**src/rtl/fpga_input_ctrl.sv**
```systemverilog
// Board-input front end: synchronizes SW, debounces KEY, drives CPU step enable / soft reset.
// Latency: SW to outputs 2 cycles; clean KEY[0] press to cpu_step_en 2 + DEBOUNCE_CYCLES + 1 cycles.
// Backpressure: none; inputs are free-running and every pulse is a single, unqueued cycle.
// Optional feature: define FPGA_INPUT_AUTO_REPEAT_EN for held-key auto-repeat in manual mode.
module fpga_input_ctrl #(
  parameter int DEBOUNCE_CYCLES = 50000,
  parameter int RUN_DIV         = 4,
  parameter int REPEAT_DELAY    = 500000,
  parameter int REPEAT_PERIOD   = 100000
) (
  input  logic       clk,
  input  logic       rst,
  input  logic [1:0] KEY,
  input  logic [9:0] SW,
  output logic       cpu_step_en,
  output logic       cpu_soft_rst,
  output logic       is_manual_clk_mode,
  output logic       is_show_reg_mode,
  output logic [3:0] reg_select,
  output logic [2:0] stage_select,
  output logic       select_changed
);

  // Debounce counter only needs to reach DEBOUNCE_CYCLES-1.
  localparam int                DB_W    = $clog2(DEBOUNCE_CYCLES);
  localparam logic [DB_W-1:0]   DB_LAST = DB_W'(DEBOUNCE_CYCLES - 1);
  localparam logic [DB_W-1:0]   DB_ONE  = DB_W'(1);

  // Free-run divider; keep at least one bit so RUN_DIV=1 still elaborates.
  localparam int                DIV_W    = (RUN_DIV > 1) ? $clog2(RUN_DIV) : 1;
  localparam logic [DIV_W-1:0]  DIV_LAST = DIV_W'(RUN_DIV - 1);
  localparam logic [DIV_W-1:0]  DIV_ONE  = DIV_W'(1);

  typedef enum logic [1:0] {
    S_IDLE = 2'd0,
    S_FIRE = 2'd1,
    S_HELD = 2'd2
  } step_state_t;

  // Switch synchronizer. SW[3] has no function, so only 9 bits are carried:
  // [8] = SW[9] mode, [7] = SW[8] show-reg, [6:3] = SW[7:4], [2:0] = SW[2:0].
  logic [8:0] sw_s1;
  logic [8:0] sw_s2;
  logic       sel_chg;
  logic       sw3_unused;

  // Key path: synchronized (pressed = 1), debounced level, per-key stability counter.
  logic [1:0]      key_s1;
  logic [1:0]      key_s2;
  logic [1:0]      key_db;
  logic [DB_W-1:0] db_cnt [2];

  // Mode tracking and free-run divider.
  logic             mode;
  logic             mode_prev;
  logic             mode_chg;
  logic [DIV_W-1:0] div_cnt;

  // Step FSM.
  step_state_t state;
  step_state_t state_nxt;
  logic        fire_pulse;
  logic        step_manual;

  assign sw3_unused = SW[3];

  // Two-flop SW synchronizer; select_changed is the registered s1/s2 difference
  // so it rises in the same cycle the new value reaches the outputs.
  always_ff @(posedge clk or posedge rst) begin
    if (rst) begin
      sw_s1   <= '0;
      sw_s2   <= '0;
      sel_chg <= 1'b0;
    end else begin
      sw_s1   <= {SW[9:4], SW[2:0]};
      sw_s2   <= sw_s1;
      sel_chg <= (sw_s1[7:0] != sw_s2[7:0]);
    end
  end

  assign is_manual_clk_mode = sw_s2[8];
  assign is_show_reg_mode   = sw_s2[7];
  assign reg_select         = sw_s2[6:3];
  assign stage_select       = sw_s2[2:0];
  assign select_changed     = sel_chg;

  // Key synchronizer and debouncer: a level must differ from the accepted
  // state for DEBOUNCE_CYCLES consecutive cycles before it is accepted.
  always_ff @(posedge clk or posedge rst) begin
    if (rst) begin
      key_s1 <= '0;
      key_s2 <= '0;
      key_db <= '0;
      for (int i = 0; i < 2; i++) begin
        db_cnt[i] <= '0;
      end
    end else begin
      key_s1 <= ~KEY;
      key_s2 <= key_s1;
      for (int i = 0; i < 2; i++) begin
        if (key_s2[i] != key_db[i]) begin
          if (db_cnt[i] == DB_LAST) begin
            key_db[i] <= key_s2[i];
            db_cnt[i] <= '0;
          end else begin
            db_cnt[i] <= db_cnt[i] + DB_ONE;
          end
        end else begin
          db_cnt[i] <= '0;
        end
      end
    end
  end

  assign cpu_soft_rst = key_db[1];

  assign mode     = sw_s2[8];
  assign mode_chg = mode ^ mode_prev;

  // Mode history and free-run divider; the divider restarts on any mode flip
  // and idles at zero in manual mode.
  always_ff @(posedge clk or posedge rst) begin
    if (rst) begin
      mode_prev <= 1'b0;
      div_cnt   <= '0;
    end else begin
      mode_prev <= mode;
      if (mode_chg || mode) begin
        div_cnt <= '0;
      end else if (div_cnt == DIV_LAST) begin
        div_cnt <= '0;
      end else begin
        div_cnt <= div_cnt + DIV_ONE;
      end
    end
  end

  // Step FSM state register.
  always_ff @(posedge clk or posedge rst) begin
    if (rst) begin
      state <= S_IDLE;
    end else begin
      state <= state_nxt;
    end
  end

  // Step FSM next state: a press always moves the FSM out of IDLE so a held key
  // is tracked in every mode, but only a manual-mode press routes through FIRE.
  always_comb begin
    state_nxt  = state;
    fire_pulse = 1'b0;
    case (state)
      S_IDLE: begin
        if (key_db[0]) begin
          state_nxt = (mode && !mode_chg) ? S_FIRE : S_HELD;
        end
      end
      S_FIRE: begin
        fire_pulse = mode && !mode_chg;
        state_nxt  = S_HELD;
      end
      S_HELD: begin
        if (!key_db[0]) begin
          state_nxt = S_IDLE;
        end
      end
      default: begin
        state_nxt = S_IDLE;
      end
    endcase
  end

`ifdef FPGA_INPUT_AUTO_REPEAT_EN
  localparam int               RPT_MAX      = (REPEAT_DELAY > REPEAT_PERIOD) ? REPEAT_DELAY : REPEAT_PERIOD;
  localparam int               RPT_W        = $clog2(RPT_MAX + 1);
  localparam logic [RPT_W-1:0] RPT_DELAY_V  = RPT_W'(REPEAT_DELAY);
  localparam logic [RPT_W-1:0] RPT_PERIOD_V = RPT_W'(REPEAT_PERIOD);
  localparam logic [RPT_W-1:0] RPT_ONE      = RPT_W'(1);

  // rpt_cnt holds cycles since FIRE (delay phase) or since the last repeat
  // (periodic phase); repeats are armed only by a real manual-mode FIRE.
  logic [RPT_W-1:0] rpt_cnt;
  logic             rpt_armed;
  logic             rpt_periodic;
  logic             rpt_hit;

  assign rpt_hit = (state == S_HELD) && rpt_armed && key_db[0] && mode && !mode_chg &&
                   (rpt_cnt == (rpt_periodic ? RPT_PERIOD_V : RPT_DELAY_V));

  // Repeat timer: cleared on release or any mode change, re-armed by FIRE.
  always_ff @(posedge clk or posedge rst) begin
    if (rst) begin
      rpt_cnt      <= '0;
      rpt_armed    <= 1'b0;
      rpt_periodic <= 1'b0;
    end else if (mode_chg || !mode || !key_db[0]) begin
      rpt_cnt      <= '0;
      rpt_armed    <= 1'b0;
      rpt_periodic <= 1'b0;
    end else if (fire_pulse) begin
      rpt_cnt      <= RPT_ONE;
      rpt_armed    <= 1'b1;
      rpt_periodic <= 1'b0;
    end else if ((state == S_HELD) && rpt_armed) begin
      if (rpt_hit) begin
        rpt_cnt      <= RPT_ONE;
        rpt_periodic <= 1'b1;
      end else begin
        rpt_cnt <= rpt_cnt + RPT_ONE;
      end
    end else begin
      rpt_cnt      <= '0;
      rpt_armed    <= 1'b0;
      rpt_periodic <= 1'b0;
    end
  end

  assign step_manual = fire_pulse | rpt_hit;
`else
  logic rpt_params_unused;
  assign rpt_params_unused = (REPEAT_DELAY != 0) ^ (REPEAT_PERIOD != 0);
  assign step_manual       = fire_pulse;
`endif

  // Step enable: manual pulses or the divider tap, never in a mode-change cycle
  // and never while reset is held.
  assign cpu_step_en = !rst && !mode_chg && (mode ? step_manual : (div_cnt == DIV_LAST));

endmodule

```
**config.mk**
```make
export PLATFORM = sky130hd
export DESIGN_NAME = fpga_input_ctrl
export DESIGN_NICKNAME = d
export VERILOG_FILES = /design/src/rtl/fpga_input_ctrl.sv
export SDC_FILE = /design/constraint.sdc
export NUM_CORES = 1
export LEC_CHECK = 0
export BUFFER_PORTS_ARGS = -buffer_cell sky130_fd_sc_hd__buf_2
export CORE_ASPECT_RATIO = 0.6
export CORE_MARGIN = 2
export CORE_UTILIZATION = 40
export CTS_BUF_LIST = sky130_fd_sc_hd__clkbuf_4 sky130_fd_sc_hd__clkbuf_8
export CTS_CLUSTER_SIZE = 24
export DETAILED_ROUTE_END_ITERATION = 6
export PLACE_DENSITY = 0.64
export SYNTH_ARGS = -nofsm -noshare
export SYNTH_HDL_FRONTEND = slang
export SYNTH_SLANG_ARGS = --single-unit
```
**constraint.sdc**
```tcl
create_clock -name clk -period 3.2 [get_ports clk]
set_input_delay 0.32 -clock clk [delete_from_list [all_inputs] [get_ports clk]]
set_output_delay 0.32 -clock clk [all_outputs]
set_load 0.02 [all_outputs]
```
==> impl_metrics.toml, run 1 <==
[sta]
setup_tns_ps = 0
holdWs_ps = 53.6
maxSlewViolCount = 0
maxSlewHeadroom_pct = 60.6
setup_viol = 0
skew_ps = 6.30
hold_violations = 0
tightestPinTransition_ps = 590
timing.final.crit_share_pct = 60.8
fin_crit_ps = 1940
timing.fmax_mhz = 514
rsz0062_at_grt = "false"

[yosys]
synth_area_leaders = "dfrtp_1 (57%), xnor2_1 (7.7%), xor2_1 (4.5%), nor4_2 (3.2%), nor2_2 (3.0%)"
synth_top_area_cell = "dfrtp_1"
ys.flop_type = "dfrtp_1"
ys_types = 30
synth_cells = 219
synth_nets = 238
netlist_area_sq_um = 2730
synth-seq-area-share_pct = 56.9
synthTopCellsByCount = "dfrtp_1 (62), xnor2_1 (24), nor2_1 (21), xor2_1 (14), nor2_2 (13)"
ys_warn_count = 0
ys_ff_latch = 62
post-synth-top-count-cell = "dfrtp_1"
avgSynthCellArea_sq_um = 12.4
synth_top_cell_area_share_pct = 56.9
synth-edff-count = 0
async_flop_share_pct = 100

[setup_path]
cp_max_fo = 5
cp_data_required_time_ps = 2880
arrival_ps = 1620
end_kind = "primary output"
path_class = "reg2out"
critical_path_buf_inv_count = 1
slowest_delay_ps = 410
path_cells = "ha_1 > nor2b_1 > and3_1 > a21oi_1 > nor3_1 > buf_2"
start_kind = "register"
crit_path_top_delay_cell = "dfrtp_1"
critPathTopFamily = "simple AND/OR/NAND/NOR gates"

[drt]
wl_per_cell_um = 12.6
dr_total_vias = 1621
viasPerCell = 4.68
ant_nets = 0
drt_iter0_drc = 75
dr.max_layer_used = "met4"
wl_met3_um = 236
wl_met2_um = 1740
drcViolationCount = 0
drt_pass1_iterations = 4
drt-total-wl_um = 4360
m1WireLength_um = 2330

[placement]
place_hpwl_um = 3080
place_congestion = 0.776
io_buffers = 24
placed_cell_area_sq_um = 2950

[layout]
n_antenna_cell = 0
final_layout_size_suffix_gt1_share_pct = 29.7
fin_util_pct = 47.2
area_growth_pct = 15.2
regArea_sq_um = 1550
final_area_sq_um = 3140
final_nets = 273
multiInputGateArea_sq_um = 1110
fill_cells = 605

[worst_hold_path]
hp-class = "in2async"

[power]
power_frac_seq_pct = 52.9
leakage_uw = 0.00136
clock_power_share_pct = 42.7
p_per_area_nw_per_um2 = 496
power.internal_uw = 1200
power.switching_uw = 363
swShare_pct = 23.3
power_uw = 1560
vdd_ir_drop_max_mv = 0.350
power_frac_comb_pct = 4.4

[clocking]
htree_levels = 3
cts_setup_buffers = 0
cts_tree = "yes"
clk_pin_slew_ps = 70
clk_path_buf_depth = 2
clkSinkCount = 62
root_buffer = "clkbuf_8"
clock_latency_ps = 340
ctsResizeCount = 0
numCtsBuffers = 9
hold_buffers = 0

[floorplan]
coreArea_sq_um = 6650
die_h_um = 67.9
start_util_pct = 41.0
rows = 23
pin_count = 26
die_area_sq_um = 7510
fp.dieW_um = 111

[global_routing]
antenna_found_initial = 0
overflow = 0
grt_max_degree = 30
grt_usage_pct = 13.6
grt_pass1_wl_um = 7750
grt_pass1_vias = 1630

[run]
maxCapViolCount = 0

[outcome]
status = "finished, final reports clean"
==> worst paths after layout <==
check,from,end,slack (ps),cells past startpoint
worst max-delay path,sw_s2[8]$_DFF_PP0_,cpu_step_en,1260,6
worst min register to register,key_s1[0]$_DFF_PP0_,key_s2[0]$_DFF_PP0_,350,0
max in group asynchronous,rst,db_cnt[0]$_DFF_PP0_,2470,3
worst max register to register,db_cnt[0]$_DFF_PP0_,db_cnt[5]$_DFF_PP0_,1420,5
min in group clk,SW[4],sw_s1[3]$_DFF_PP0_,80,1
worst min-delay path,rst,db_cnt[20]$_DFF_PP0_,50,2
==> per-stage QoR <==
stage / instances / worst slack (ps)
final: 346 / 1260
after CTS: 346 / 1220
after global placement: 330 / 1460
after detailed placement: 330 / 1430
after global routing: 346 / 986
after floorplan: 219 / 1340
==> worst register-to-register path: stages (launching register included) <==
cell and delay (ps):
dfrtp_1 440, ha_1 260, and3_1 240, nand4_1 210, nand2_2 390, nor2_1 110
==> layer usage <==
metal | GRT usage, % | up-vias
met5 | 0 | -
li1 | - | 813
met1 | 18.4 | 774
met3 | 7.26 | 5
met4 | 3.75 | 0
met2 | 19.2 | 29
==> cell type report <==
cell class	instances	area share (%)
clock inverters	6	1.99
flip-flops and latches	62	49.4
multi-input cells	143	35.2
inverters	12	1.43
well taps	87	3.47
repair buffers	26	4.30
clock buffers	10	4.18
==> registers in the layout (all words and copies together) (netlist names) <==
| register | count |
|---|---|
| key_db | 2 |
| div_cnt | 2 |
| mode_prev | 1 |
| sw_s2 | 9 |
| state | 2 |
| select_changed | 1 |
| sw_s1 | 9 |
| key_s2 | 2 |
| db_cnt | 32 |
| key_s1 | 2 |
==> power by group through the flow <==
stage | registers [uW] | logic [uW] | clock network (uW)
floorplan | 844 | 40.8 | 0
global placement | 838 | 70.5 | 0
detailed placement | 839 | 71.6 | 0
CTS | 825 | 72.2 | 686
global route | 828 | 79.4 | 727
finish | 824 | 69.3 | 665
==> placed cells by master, fill, tap and decap left out, types with 3 or more instances in the layout <==
cell        count
ha_1            5
xnor2_1        24
nand3_1         8
and3_1          6
nor2_2         13
clkinvlp_4      3
buf_2          24
nor2_1         21
inv_1          11
nor4bb_1        3
nand4_1         5
nand2_1         6
nor4_2          7
dfrtp_1        62
xor2_1         14
nor3_1          8
clkbuf_8        9
==> cell families after synthesis <==
| logic type | synth area share (%) |
|---|---|
| simple gates | 24.8 |
| buf+inv | 2.48 |
| fa+ha+maj | 2.30 |
| compound gates | 0.413 |
| xor+xnor | 12.2 |
| mux | 0.826 |
| flops | 56.9 |
(Power assumes the default switching activity.)
==> run 2: changes to the inputs <==
--- a/config.mk
+++ b/config.mk
@@ -5,6 +5,7 @@
 export SDC_FILE = /design/constraint.sdc
 export NUM_CORES = 1
 export LEC_CHECK = 0
+export ABC_AREA = 1
 export BUFFER_PORTS_ARGS = -buffer_cell sky130_fd_sc_hd__buf_2
 export CORE_ASPECT_RATIO = 0.6
 export CORE_MARGIN = 2
@@ -12,7 +13,7 @@
 export CTS_BUF_LIST = sky130_fd_sc_hd__clkbuf_4 sky130_fd_sc_hd__clkbuf_8
 export CTS_CLUSTER_SIZE = 24
 export DETAILED_ROUTE_END_ITERATION = 6
-export PLACE_DENSITY = 0.64
+export PLACE_DENSITY = 0.63
 export SYNTH_ARGS = -nofsm -noshare
 export SYNTH_HDL_FRONTEND = slang
 export SYNTH_SLANG_ARGS = --single-unit
==> constraint.sdc (replaced) <==
create_clock -name clk -period 1.95 [get_ports clk]
set_input_delay 0.195 -clock clk [delete_from_list [all_inputs] [get_ports clk]]
set_output_delay 0.195 -clock clk [all_outputs]
set_load 0.02 [all_outputs]
==> run 2 against run 1 <==
  * First-iteration DRC count increased by 120%
  * Register-to-register slack got worse by 950 ps
  * Final cell count increased by 29%
  * Global-route usage increased by 1.9 points
  * Clock power increased by 95%
  * Total power increased by 79%
  * Combinational power increased by 110%
  * Area after synthesis increased by 3.6%
  * Critical endpoint unchanged
  * Largest cell class unchanged
==> impl_metrics.toml, run 2 <==
[setup_path]
slowest_delay_ps = 420
cp_max_fo = 6
crit_start = "sw_s2[8]$_DFF_PP0_"
path_class = "reg2out"
crit_path_top_delay_cell = "dfrtp_1"
cp_data_required_time_ps = 1750
path_cells = "inv_1 > ha_1 > a211oi_1 > buf_2"
end_kind = "primary output"
reg2reg_from = "db_cnt[16]$_DFF_PP0_"
arrival_ps = 1490
start_kind = "register"

[floorplan]
die_area_sq_um = 7770
rows = 23
pin_count = 26
coreArea_sq_um = 6760
die_h_um = 69.1
fp.dieW_um = 112
start_util_pct = 41.8

[placement]
placed_cell_area_sq_um = 3060
dp_cells = 420
pre_cts_ws_ps = 494
io_buffers = 24
place_hpwl_um = 3810
place_congestion = 0.921

[clocking]
clk_pin_slew_ps = 70
htree_levels = 3
cts_setup_buffers = 0
clk_path_buf_depth = 2
ctsResizeCount = 0
root_buffer = "clkbuf_8"
clkSinkCount = 62
hold_buffers = 11
cts_tree = "yes"
numCtsBuffers = 9
clock_latency_ps = 350

[sta]
timing.final.crit_share_pct = 86.4
maxSlewViolCount = 0
fin_crit_ps = 1680
setup_ws_ps = 265
skew_ps = 7.79
hold_violations = 0
timing.fmax_mhz = 594
maxSlewHeadroom_pct = 50.0
tightestPinTransition_ps = 751
setup_tns_ps = 0
setup_viol = 0
rsz0062_at_grt = "false"

[layout]
largest_reg_flops = 32
final_common_cell = "nor2_1"
final_nets = 374
final_area_sq_um = 3400
n_antenna_cell = 0
area_growth_pct = 20.6
instances_no_fill = 447
final_layout_size_suffix_gt1_share_pct = 18.9
regMostFlops = "db_cnt"
top_regs = "db_cnt (32), sw_s1 (9), sw_s2 (9)"
fill_cells = 611
fin_util_pct = 50.3
final_cell_mix = "nor2_1 (71), dfrtp_1 (62), nand2_1 (47), inv_1 (31), buf_2 (24)"

[yosys]
post-synth-top-count-cell = "nor2_1"
synthMuxAreaShare_pct = 0
ys_types = 27
synth_top_family_by_area = "simple AND/OR/NAND/NOR gates"
ys_ff_latch = 62
synth_cells = 308
synth_nets = 327
ys.flop_type = "dfrtp_1"
ys_warn_count = 0
synth_compound_area_share_pct = 3.41
synth-edff-count = 0
netlist_area_sq_um = 2820
synth_top_area_cell = "dfrtp_1"
async_flop_share_pct = 100
synthTopCellsByCount = "nor2_1 (71), dfrtp_1 (62), nand2_1 (47), inv_1 (32), nand3_1 (19)"
synth_area_leaders = "dfrtp_1 (55%), nor2_1 (9.4%), nand2_1 (6.2%), xor2_1 (5.6%), inv_1 (4.3%)"
synth-seq-area-share_pct = 54.9
synth-simple-area-share_pct = 26.6
synth_xor_area_share_pct = 8.29
synth_top_cell_area_share_pct = 54.9
avgSynthCellArea_sq_um = 9.17
synthAdderAreaFrac_pct = 2.22

[drt]
wl_per_cell_um = 12.0
drt-total-wl_um = 5380
drt_pass1_iterations = 5
drcViolationCount = 0
ant_nets = 0
dr_total_vias = 2098
viasPerCell = 4.69
drt_iter0_drc = 164

[power]
vdd_ir_drop_max_mv = 0.495
clock_power_share_pct = 46.5
power.internal_uw = 2140
power_frac_seq_pct = 48.4
leakage_uw = 0.00158
power_frac_comb_pct = 5.1
swShare_pct = 23.3
p_per_area_nw_per_um2 = 821
power.switching_uw = 652

[run]
maxCapViolCount = 0

[worst_hold_path]
hp-class = "in2async"

[global_routing]
grt_usage_pct = 15.6
antenna_found_initial = 0
gr-usage-met3_pct = 6.77
grt_pass1_vias = 2059
top_usage_layer = "met1"
grt_util_met2_pct = 20.6
grt_pass1_wl_um = 9410
overflow = 0
use_met1_pct = 22.1
grt_max_degree = 63

[outcome]
status = "finished, final reports clean"
-- run 2: cell count changes after synthesis, moves of 3 or more --
cell / delta
nor2_1: +50
and3_1: -6
nand2_1: +41
o21bai_1: +3
nor4bb_1: -3
xnor2_1: -19
a21oi_1: +7
inv_1: +20
nor2_2: -6
nand2_2: +4
nor4_2: -7
nor3_1: -7
xor2_1: +4
nand3_1: +11
-- run 2: layout make-up --
class                   instances  area (sq um)  area share, %
multi-input cells             212          1140           33.6
clock buffers                  10           138           4.04
repair buffers                 36           238           6.98
clock inverters                 6          92.6           2.72
flip-flops and latches         62          1550           45.6
inverters                      34           131           3.86
well taps                      87           109           3.20
-- run 2: stage by stage --
stage          total power, uW  hold WS, ps
2_1_floorplan             1460          226
3_3_place_gp              1500          302
3_5_place_dp              1510          304
4_1_cts                   2850          187
5_1_grt                   2910          225
6_report                  2790          162
-- run 2: logic make-up (layout without fill, tap and decap cells) --
logic type	count (synthesis)	in the layout
xor gates and xnor gates	25	25
adders and majority gates	5	5
buffers and inverters	34	86
AOI/OAI and AO/OA	17	17
DFF	62	62
and+or+nand+nor	165	165
-- run 2: layer usage --
| metal | vias to the layer above | wire length (um) |
|---|---|---|
| li1 | 1052 | - |
| met1 | 980 | 2740 |
| met2 | 57 | 2160 |
| met3 | 9 | 403 |
| met4 | 0 | 82 |
| met5 | - | 0 |
-- run 2: power groups by stage --
| stage | combinational, uW | clock, uW | sequential, uW |
|---|---|---|---|
| 3_3_place_gp | 128 | 0 | 1370 |
| 4_1_cts | 148 | 1350 | 1350 |
| 5_1_grt | 163 | 1390 | 1360 |
| 2_1_floorplan | 72.9 | 0 | 1380 |
| 6_report | 143 | 1300 | 1350 |
| 3_5_place_dp | 130 | 0 | 1380 |
-- run 2: final timing paths --
check                      depth (start not counted)                    to  slack [ps]
setup / recovery                                   4           cpu_step_en         270
hold / removal                                     3  db_cnt[16]$_DFF_PP0_         160
setup reg to reg                                   6  db_cnt[24]$_DFF_PP0_         470
hold reg to reg                                    0   key_s2[1]$_DFF_PP0_         350
max in group asynchronous                          3    sw_s2[8]$_DFF_PP0_        1310
min in group clk                                   0   key_s2[1]$_DFF_PP0_         350
-- run 2: worst max-delay path, delay by kind of cell (launching register included) --
family                     cells  cell delay (ps)
adders and majority gates      1              280
DFF                            1              420
buffers and inverters          2              250
AOI/OAI and AO/OA              1              190
